## src/rtl/acia_pkg.sv

```systemverilog
`default_nettype none
// ============================================================================
// Module   : acia_pkg
// Brief    : Register map, status bit positions and FSM states for the
//            W65C51N-compatible UART front-end bridge.
// Revision : 1.0 - initial release
// ============================================================================
package acia_pkg;

    localparam logic [1:0] ACIA_REG_DATA   = 2'b00;
    localparam logic [1:0] ACIA_REG_STATUS = 2'b01;
    localparam logic [1:0] ACIA_REG_CMD    = 2'b10;
    localparam logic [1:0] ACIA_REG_CTL    = 2'b11;

    localparam int ACIA_ST_PE   = 0;
    localparam int ACIA_ST_FE   = 1;
    localparam int ACIA_ST_OVR  = 2;
    localparam int ACIA_ST_RDRF = 3;
    localparam int ACIA_ST_TDRE = 4;
    localparam int ACIA_ST_DCD  = 5;
    localparam int ACIA_ST_DSR  = 6;
    localparam int ACIA_ST_IRQ  = 7;

    typedef enum logic [3:0] {
        ST_INIT_CMD   = 4'd0,
        ST_INIT_CTL   = 4'd1,
        ST_GAP        = 4'd2,
        ST_RD_STAT    = 4'd3,
        ST_WAIT_STAT  = 4'd4,
        ST_DECIDE     = 4'd5,
        ST_RD_DATA    = 4'd6,
        ST_WAIT_DATA  = 4'd7,
        ST_WR_DATA    = 4'd8
    } bridge_state_t;

endpackage : acia_pkg
`default_nettype wire

```

## src/rtl/sync_fifo.sv

```systemverilog
`default_nettype none
// ============================================================================
// Module   : sync_fifo
// Brief    : Single-clock FIFO with occupancy count and combinational head.
// Revision : 1.0 - initial release
// ============================================================================
module sync_fifo #(
    parameter int WIDTH = 8,
    parameter int DEPTH = 16
) (
    input  logic                     clk,
    input  logic                     rst,
    input  logic                     push,
    input  logic [WIDTH-1:0]         push_data,
    input  logic                     pop,
    output logic [WIDTH-1:0]         head,
    output logic                     empty,
    output logic                     full,
    output logic [$clog2(DEPTH):0]   level
);

    localparam int              c_aw   = $clog2(DEPTH);
    localparam logic [c_aw:0]   c_full = DEPTH[c_aw:0];

    logic [WIDTH-1:0] r_mem [DEPTH];
    logic [c_aw-1:0]  r_wr_ptr;
    logic [c_aw-1:0]  r_rd_ptr;
    logic [c_aw:0]    r_level;
    logic             w_do_push;
    logic             w_do_pop;

    // A push into a full FIFO is only accepted when a pop frees the slot.
    assign w_do_pop  = pop & (r_level != '0);
    assign w_do_push = push & ((r_level != c_full) | w_do_pop);

    always_ff @(posedge clk) begin
        if (rst) begin
            r_wr_ptr <= '0;
            r_rd_ptr <= '0;
            r_level  <= '0;
        end else begin
            if (w_do_push) begin
                r_wr_ptr <= r_wr_ptr + 1'b1;
            end
            if (w_do_pop) begin
                r_rd_ptr <= r_rd_ptr + 1'b1;
            end
            case ({w_do_push, w_do_pop})
                2'b10:   r_level <= r_level + 1'b1;
                2'b01:   r_level <= r_level - 1'b1;
                default: r_level <= r_level;
            endcase
        end
    end

    always_ff @(posedge clk) begin
        if (w_do_push) begin
            r_mem[r_wr_ptr] <= push_data;
        end
    end

    assign head  = r_mem[r_rd_ptr];
    assign empty = (r_level == '0);
    assign full  = (r_level == c_full);
    assign level = r_level;

endmodule : sync_fifo
`default_nettype wire

```

## src/rtl/acia_fifo_bridge.sv

```systemverilog
`default_nettype none
// ============================================================================
// Module   : acia_fifo_bridge
// Brief    : Polls a W65C51N-compatible UART as bus master, draining a TX
//            FIFO into it and collecting received bytes into an RX FIFO.
// Revision : 1.0 - initial release
// ============================================================================
module acia_fifo_bridge
    import acia_pkg::*;
#(
    parameter int         TX_DEPTH = 16,
    parameter int         RX_DEPTH = 16,
    parameter int         POLL_GAP = 4,
    parameter logic [7:0] CMD_INIT = 8'h0B,
    parameter logic [7:0] CTL_INIT = 8'h1E
) (
    input  logic                        clk,
    input  logic                        rst,
    input  logic [7:0]                  tx_data,
    input  logic                        tx_valid,
    output logic                        tx_ready,
    output logic [7:0]                  rx_data,
    output logic [2:0]                  rx_err,
    output logic                        rx_valid,
    input  logic                        rx_ready,
    output logic [$clog2(TX_DEPTH):0]   tx_level,
    output logic [$clog2(RX_DEPTH):0]   rx_level,
    output logic                        uart_cs,
    output logic                        uart_rw,
    output logic [1:0]                  uart_rs,
    output logic [7:0]                  uart_wdata,
    input  logic [7:0]                  uart_rdata
);

    localparam logic [7:0] c_gap_last = 8'(POLL_GAP - 1);

    bridge_state_t r_state;
    bridge_state_t w_next_state;

    logic [4:0]  r_stat;
    logic [7:0]  r_gap_cnt;
    logic        r_init_done;
    logic        r_uart_cs;
    logic        r_uart_rw;
    logic [1:0]  r_uart_rs;
    logic [7:0]  r_uart_wdata;

    logic        w_bus_cs;
    logic        w_bus_rw;
    logic [1:0]  w_bus_rs;
    logic [7:0]  w_bus_wdata;

    logic        w_tx_push;
    logic        w_tx_pop;
    logic [7:0]  w_tx_head;
    logic        w_tx_empty;
    logic        w_tx_full;

    logic        w_rx_push;
    logic [10:0] w_rx_head;
    logic        w_rx_empty;
    logic        w_rx_full;

    assign tx_ready  = r_init_done & ~w_tx_full;
    assign w_tx_push = tx_valid & tx_ready;
    assign w_rx_push = (r_state == ST_WAIT_DATA);

    sync_fifo #(
        .WIDTH (8),
        .DEPTH (TX_DEPTH)
    ) u_tx_fifo (
        .clk       (clk),
        .rst       (rst),
        .push      (w_tx_push),
        .push_data (tx_data),
        .pop       (w_tx_pop),
        .head      (w_tx_head),
        .empty     (w_tx_empty),
        .full      (w_tx_full),
        .level     (tx_level)
    );

    sync_fifo #(
        .WIDTH (11),
        .DEPTH (RX_DEPTH)
    ) u_rx_fifo (
        .clk       (clk),
        .rst       (rst),
        .push      (w_rx_push),
        .push_data ({r_stat[2:0], uart_rdata}),
        .pop       (rx_ready),
        .head      (w_rx_head),
        .empty     (w_rx_empty),
        .full      (w_rx_full),
        .level     (rx_level)
    );

    assign {rx_err, rx_data} = w_rx_head;
    assign rx_valid          = ~w_rx_empty;

    // Bus signals are registered from the next state, so each access is on
    // the pins during the cycle the FSM sits in the matching state.
    always_comb begin
        w_next_state = r_state;
        case (r_state)
            ST_INIT_CMD:  if (r_uart_cs) w_next_state = ST_INIT_CTL;
            ST_INIT_CTL:  w_next_state = ST_GAP;
            ST_GAP:       if (r_gap_cnt == c_gap_last) w_next_state = ST_RD_STAT;
            ST_RD_STAT:   w_next_state = ST_WAIT_STAT;
            ST_WAIT_STAT: w_next_state = ST_DECIDE;
            ST_DECIDE: begin
                if (r_stat[ACIA_ST_RDRF] && !w_rx_full) begin
                    w_next_state = ST_RD_DATA;
                end else if (r_stat[ACIA_ST_TDRE] && !w_tx_empty) begin
                    w_next_state = ST_WR_DATA;
                end else begin
                    w_next_state = ST_GAP;
                end
            end
            ST_RD_DATA:   w_next_state = ST_WAIT_DATA;
            ST_WAIT_DATA: w_next_state = ST_GAP;
            ST_WR_DATA:   w_next_state = ST_GAP;
            default:      w_next_state = ST_INIT_CMD;
        endcase
    end

    always_comb begin
        w_bus_cs    = 1'b0;
        w_bus_rw    = 1'b1;
        w_bus_rs    = r_uart_rs;
        w_bus_wdata = r_uart_wdata;
        w_tx_pop    = 1'b0;
        case (w_next_state)
            ST_INIT_CMD: begin
                w_bus_cs    = 1'b1;
                w_bus_rw    = 1'b0;
                w_bus_rs    = ACIA_REG_CMD;
                w_bus_wdata = CMD_INIT;
            end
            ST_INIT_CTL: begin
                w_bus_cs    = 1'b1;
                w_bus_rw    = 1'b0;
                w_bus_rs    = ACIA_REG_CTL;
                w_bus_wdata = CTL_INIT;
            end
            ST_RD_STAT: begin
                w_bus_cs = 1'b1;
                w_bus_rs = ACIA_REG_STATUS;
            end
            ST_RD_DATA: begin
                w_bus_cs = 1'b1;
                w_bus_rs = ACIA_REG_DATA;
            end
            ST_WR_DATA: begin
                w_bus_cs    = 1'b1;
                w_bus_rw    = 1'b0;
                w_bus_rs    = ACIA_REG_DATA;
                w_bus_wdata = w_tx_head;
                w_tx_pop    = 1'b1;
            end
            default: ;
        endcase
    end

    always_ff @(posedge clk) begin
        if (rst) begin
            r_state      <= ST_INIT_CMD;
            r_stat       <= '0;
            r_gap_cnt    <= '0;
            r_init_done  <= 1'b0;
            r_uart_cs    <= 1'b0;
            r_uart_rw    <= 1'b1;
            r_uart_rs    <= 2'b00;
            r_uart_wdata <= 8'h00;
        end else begin
            r_state      <= w_next_state;
            r_uart_cs    <= w_bus_cs;
            r_uart_rw    <= w_bus_rw;
            r_uart_rs    <= w_bus_rs;
            r_uart_wdata <= w_bus_wdata;
            if (r_state == ST_WAIT_STAT) begin
                r_stat <= uart_rdata[4:0];
            end
            if (r_state == ST_INIT_CTL) begin
                r_init_done <= 1'b1;
            end
            if (r_state == ST_GAP && w_next_state == ST_GAP) begin
                r_gap_cnt <= r_gap_cnt + 1'b1;
            end else begin
                r_gap_cnt <= '0;
            end
        end
    end

    assign uart_cs    = r_uart_cs;
    assign uart_rw    = r_uart_rw;
    assign uart_rs    = r_uart_rs;
    assign uart_wdata = r_uart_wdata;

endmodule : acia_fifo_bridge
`default_nettype wire

```

## config.mk

```make
export PLATFORM = sky130hd
export DESIGN_NAME = acia_fifo_bridge
export DESIGN_NICKNAME = d
export VERILOG_FILES = /design/src/rtl/acia_pkg.sv /design/src/rtl/sync_fifo.sv /design/src/rtl/acia_fifo_bridge.sv
export SDC_FILE = /design/constraint.sdc
export NUM_CORES = 1
export LEC_CHECK = 0
export BUFFER_PORTS_ARGS = -buffer_cell sky130_fd_sc_hd__buf_2
export CELL_PAD_IN_SITES_DETAIL_PLACEMENT = 0
export CELL_PAD_IN_SITES_GLOBAL_PLACEMENT = 1
export CORE_MARGIN = 2
export CORE_UTILIZATION = 48
export CTS_BUF_LIST = sky130_fd_sc_hd__clkbuf_16
export DETAILED_ROUTE_END_ITERATION = 6
export PLACE_DENSITY = 0.73
export SLEW_MARGIN = 20
export SYNTH_ARGS = -nofsm -noshare
export SYNTH_HDL_FRONTEND = slang
export SYNTH_HIERARCHICAL = 1
export SYNTH_SLANG_ARGS = --single-unit
```

## constraint.sdc

```tcl
create_clock -name clk -period 3.34 [get_ports clk]
set_input_delay 0.167 -clock clk [delete_from_list [all_inputs] [get_ports clk]]
set_output_delay 0.167 -clock clk [all_outputs]
set_load 0.02 [all_outputs]
```

==> flow_metrics.py <==
metrics = {
    "status": {
        "status": "finished clean",
    },
    "finish": {
        "synthToLayoutAreaGrowth_pct": 13.81,
        "layout-drive-gt1-share_pct": 24.53,
        "final_nets": 969,
        "diodes": 0,
    },
    "floorplanning": {
        "die-area_sq_um": 32200,
        "die_y_um": 179.4,
        "core_sq_um": 30430,
        "ioPinCount": 55,
        "start_util_pct": 48.55,
        "rows": 64,
        "die_w_um": 179.4,
    },
    "worst_setup_path": {
        "crit_arrival_ns": 3.57,
        "cp_max_fo": 9,
        "endpoint_kind": "flip-flop",
        "crit_required_ns": 3.79,
        "worstSetupPathType": "reg -> reg",
        "crit_path_start_kind": "flip-flop",
    },
    "synth": {
        "synth_nets": 885,
        "synth.cell_area_sq_um": 14770,
        "synthArstFlopShare_pct": 0,
        "synth_cells": 846,
        "synth-edff-count": 304,
        "yosysWarnings": 6,
        "synth-seq-area-share_pct": 70.46,
        "syn_avg_cell_area_sq_um": 17.46,
        "synth.distinct_cells": 68,
        "synthFlopType": "edfxtp_1",
        "synth-seq-cells": 368,
    },
    "worst_hold_path": {
        "hold_class": "in -> reg",
    },
    "clocking": {
        "cts_max_level": 2,
        "path_clk_slew_ns": 0.07,
        "clk_latency_ns": 0.53,
        "cts_made_buffers": 38,
        "clockRootBuffer": "clkbuf_16",
        "cts.sinks": 368,
        "cts_buffer_depth": 3,
        "tritoncts": "done",
    },
    "sta": {
        "clock_skew_ns": 0.01498,
        "relSlewSlack_pct": 48.82,
        "finalHoldViolCount": 0,
        "fin_setup_tns_ns": 0,
        "rsz0062_at_grt": "no",
        "finalMaxSlewViolations": 0,
        "fin_crit_sh_pct": 93.45,
        "fmax_ghz": 0.3204,
        "fin_crit_ns": 3.121,
        "setup_viol": 0,
        "timing.hold.ws_ns": 0.03189,
        "tightest_slew_ns": 0.7677,
    },
    "power_and_ir_drop": {
        "finalPower_mw": 10.49,
        "ir_worst_vdd_mv": 0.4369,
        "power.density_nw_per_um2": 624.1,
        "leakage_nw": 5.709,
    },
    "routing": {
        "vias": 7800,
        "totalWireLength_mm": 29.85,
        "drc": 0,
        "vias_per_cell": 5.761,
        "wl_per_cell_um": 22.05,
        "drt_first_iter_violations": 704,
        "ant_nets": 0,
        "firstDrtPassIters": 7,
    },
    "place": {
        "io_buffers": 54,
        "globalplace.congestion": 0.7958,
        "dp_hpwl_mm": 19.07,
    },
    "global_route": {
        "grt-ovfl-total": 0,
        "grt_pass1_wl_mm": 46.56,
        "antenna_found_initial": 0,
        "track_usage_pct": 18.74,
        "grt_pass1_vias": 7771,
        "grt_max_degree": 45,
    },
    "job": {
        "cap_violations": 0,
    },
}
-- where the power goes --
part | internal [mW] | total [mW] | switching [mW]
registers | 5.03 | 5.10 | 0.0749
clock network | 2.43 | 4.10 | 1.67
logic | 0.538 | 1.29 | 0.757
-- critical path, cell delays in order, from the launching register on --
cell,delay [ns]
dfxtp_1,0.34
or4_1,0.55
nor2_2,0.20
nor3b_4,0.07
nand3b_1,0.13
inv_2,0.05
nor2b_2,0.17
o21ai_4,0.08
inv_2,0.11
fa_1,0.43
a21o_1,0.19
a2111oi_0,0.43
o21ai_0,0.14
a31oi_1,0.16
-- routing by layer --
metal	global-route usage (%)	up-vias	wire, um
met5	0	-	0
met4	5.041	0	609
met3	3.849	40	1833
met2	27.65	211	13630
met1	28.58	4009	13780
li1	-	3540	-
-- kinds of logic (layout without fill, tap and decap cells) --
family          count (synthesis)  in the layout  share of synthesized area, %
mux                            87             87                         12.34
fa+ha+maj                      19             19                         1.711
flops                         368            368                         70.46
xor+xnor                       20             20                         1.186
buf+inv                        52            164                         1.626
compound gates                110            110                         5.640
simple gates                  190            190                         7.038
-- cells in the mapped netlist (11+ instances only) --
| library cell | instances | share of area [%] |
|---|---|---|
| nor2_1 | 51 | 1.3 |
| nand2_1 | 27 | 0.69 |
| dfxtp_1 | 64 | 8.7 |
| nand3_1 | 13 | 0.44 |
| clkbuf_1 | 19 | 0.48 |
| inv_1 | 14 | 0.36 |
| xor2_1 | 15 | 0.89 |
| a22oi_1 | 41 | 2.1 |
| nor2b_1 | 11 | 0.47 |
| and3_1 | 11 | 0.47 |
| edfxtp_1 | 304 | 62 |
| ha_1 | 17 | 1.4 |
| and2_1 | 30 | 1.3 |
| nor3_1 | 12 | 0.41 |
| mux4_2 | 76 | 12 |
| a21oi_1 | 15 | 0.51 |
-- flip-flops by register name, indices dropped and copies added, names as in the netlist, named ones only --
name,count
u_tx_fifo/level,5
r_init_done,1
u_tx_fifo/r_wr_ptr,4
r_stat,5
r_state,4
u_rx_fifo/r_mem,176
uart_rw,1
u_tx_fifo/r_rd_ptr,4
uart_cs,1
r_gap_cnt,8
u_rx_fifo/level,5
u_tx_fifo/r_mem,128
uart_wdata,8
u_rx_fifo/r_wr_ptr,4
u_rx_fifo/r_rd_ptr,4
uart_rs,2
-- per-stage QoR --
step                utilization (%)  cells  worst slack [ns]  area (sq um)
detailed placement            51.21   1286            0.1969         15580
floorplan                         -    846           0.01787         14770
CTS                           55.22   1354            0.1768         16800
global route                  55.26   1354           0.06749         16810
finish                        55.26   1354            0.2188         16810
global placement              51.21   1286            0.2666         15580
-- final timing paths --
check,cells after the start,startpoint,slack [ns],to
setup / recovery,13,u_tx_fifo/level[2],0.22,u_tx_fifo/level[4]
hold / removal,1,uart_rdata[7],0.03,u_rx_fifo/r_mem[1][7]
setup reg to reg,13,u_tx_fifo/level[2],0.22,u_tx_fifo/level[4]
hold reg to reg,1,r_gap_cnt[0],0.44,r_gap_cnt[0]
-- cells in the final DEF (no fill, tap or decap), drive strengths merged, types with 4 or more instances in the layout --
| cell type | netlist | layout |
|---|---|---|
| and2 | 30 | 30 |
| and3 | 11 | 11 |
| nor2b | 11 | 11 |
| mux4 | 76 | 76 |
| buf | 17 | 80 |
| edfxtp | 304 | 304 |
| mux2i | 10 | 10 |
| nand2 | 27 | 27 |
| a31oi | 4 | 4 |
| nor3b | 6 | 6 |
| nand3 | 13 | 13 |
| a21oi | 15 | 15 |
| xor2 | 15 | 15 |
| nor3 | 13 | 13 |
| nor2 | 53 | 53 |
| and4 | 4 | 4 |
| clkbuf | 19 | 39 |
| nand2b | 8 | 8 |
| dfxtp | 64 | 64 |
| inv | 16 | 25 |
| clkinv | 0 | 15 |
| o211ai | 10 | 10 |
| bufinv | 0 | 4 |
| o21ai | 14 | 14 |
| xnor2 | 5 | 5 |
| a22oi | 41 | 41 |
| ha | 17 | 17 |
-- final cells by class --
type | instances | area (sq um)
Sequential cell | 368 | 10410
Tap cell | 396 | 495.5
Fill cell | 2378 | 13610
Multi-Input combinational cell | 426 | 4135
Clock inverter | 29 | 244.0
Inverter | 16 | 60.06
Clock buffer | 39 | 975.9
Timing Repair Buffer | 80 | 490.5
-- timing repair --
item                       CTS  global route
buffers inserted             0             0
hold buffers                 0             0
setup endpoints to repair    0             1
hold endpoints to repair     0             0
gates resized for setup      0             3
No activity file was read; power rests on OpenSTA's default activity.
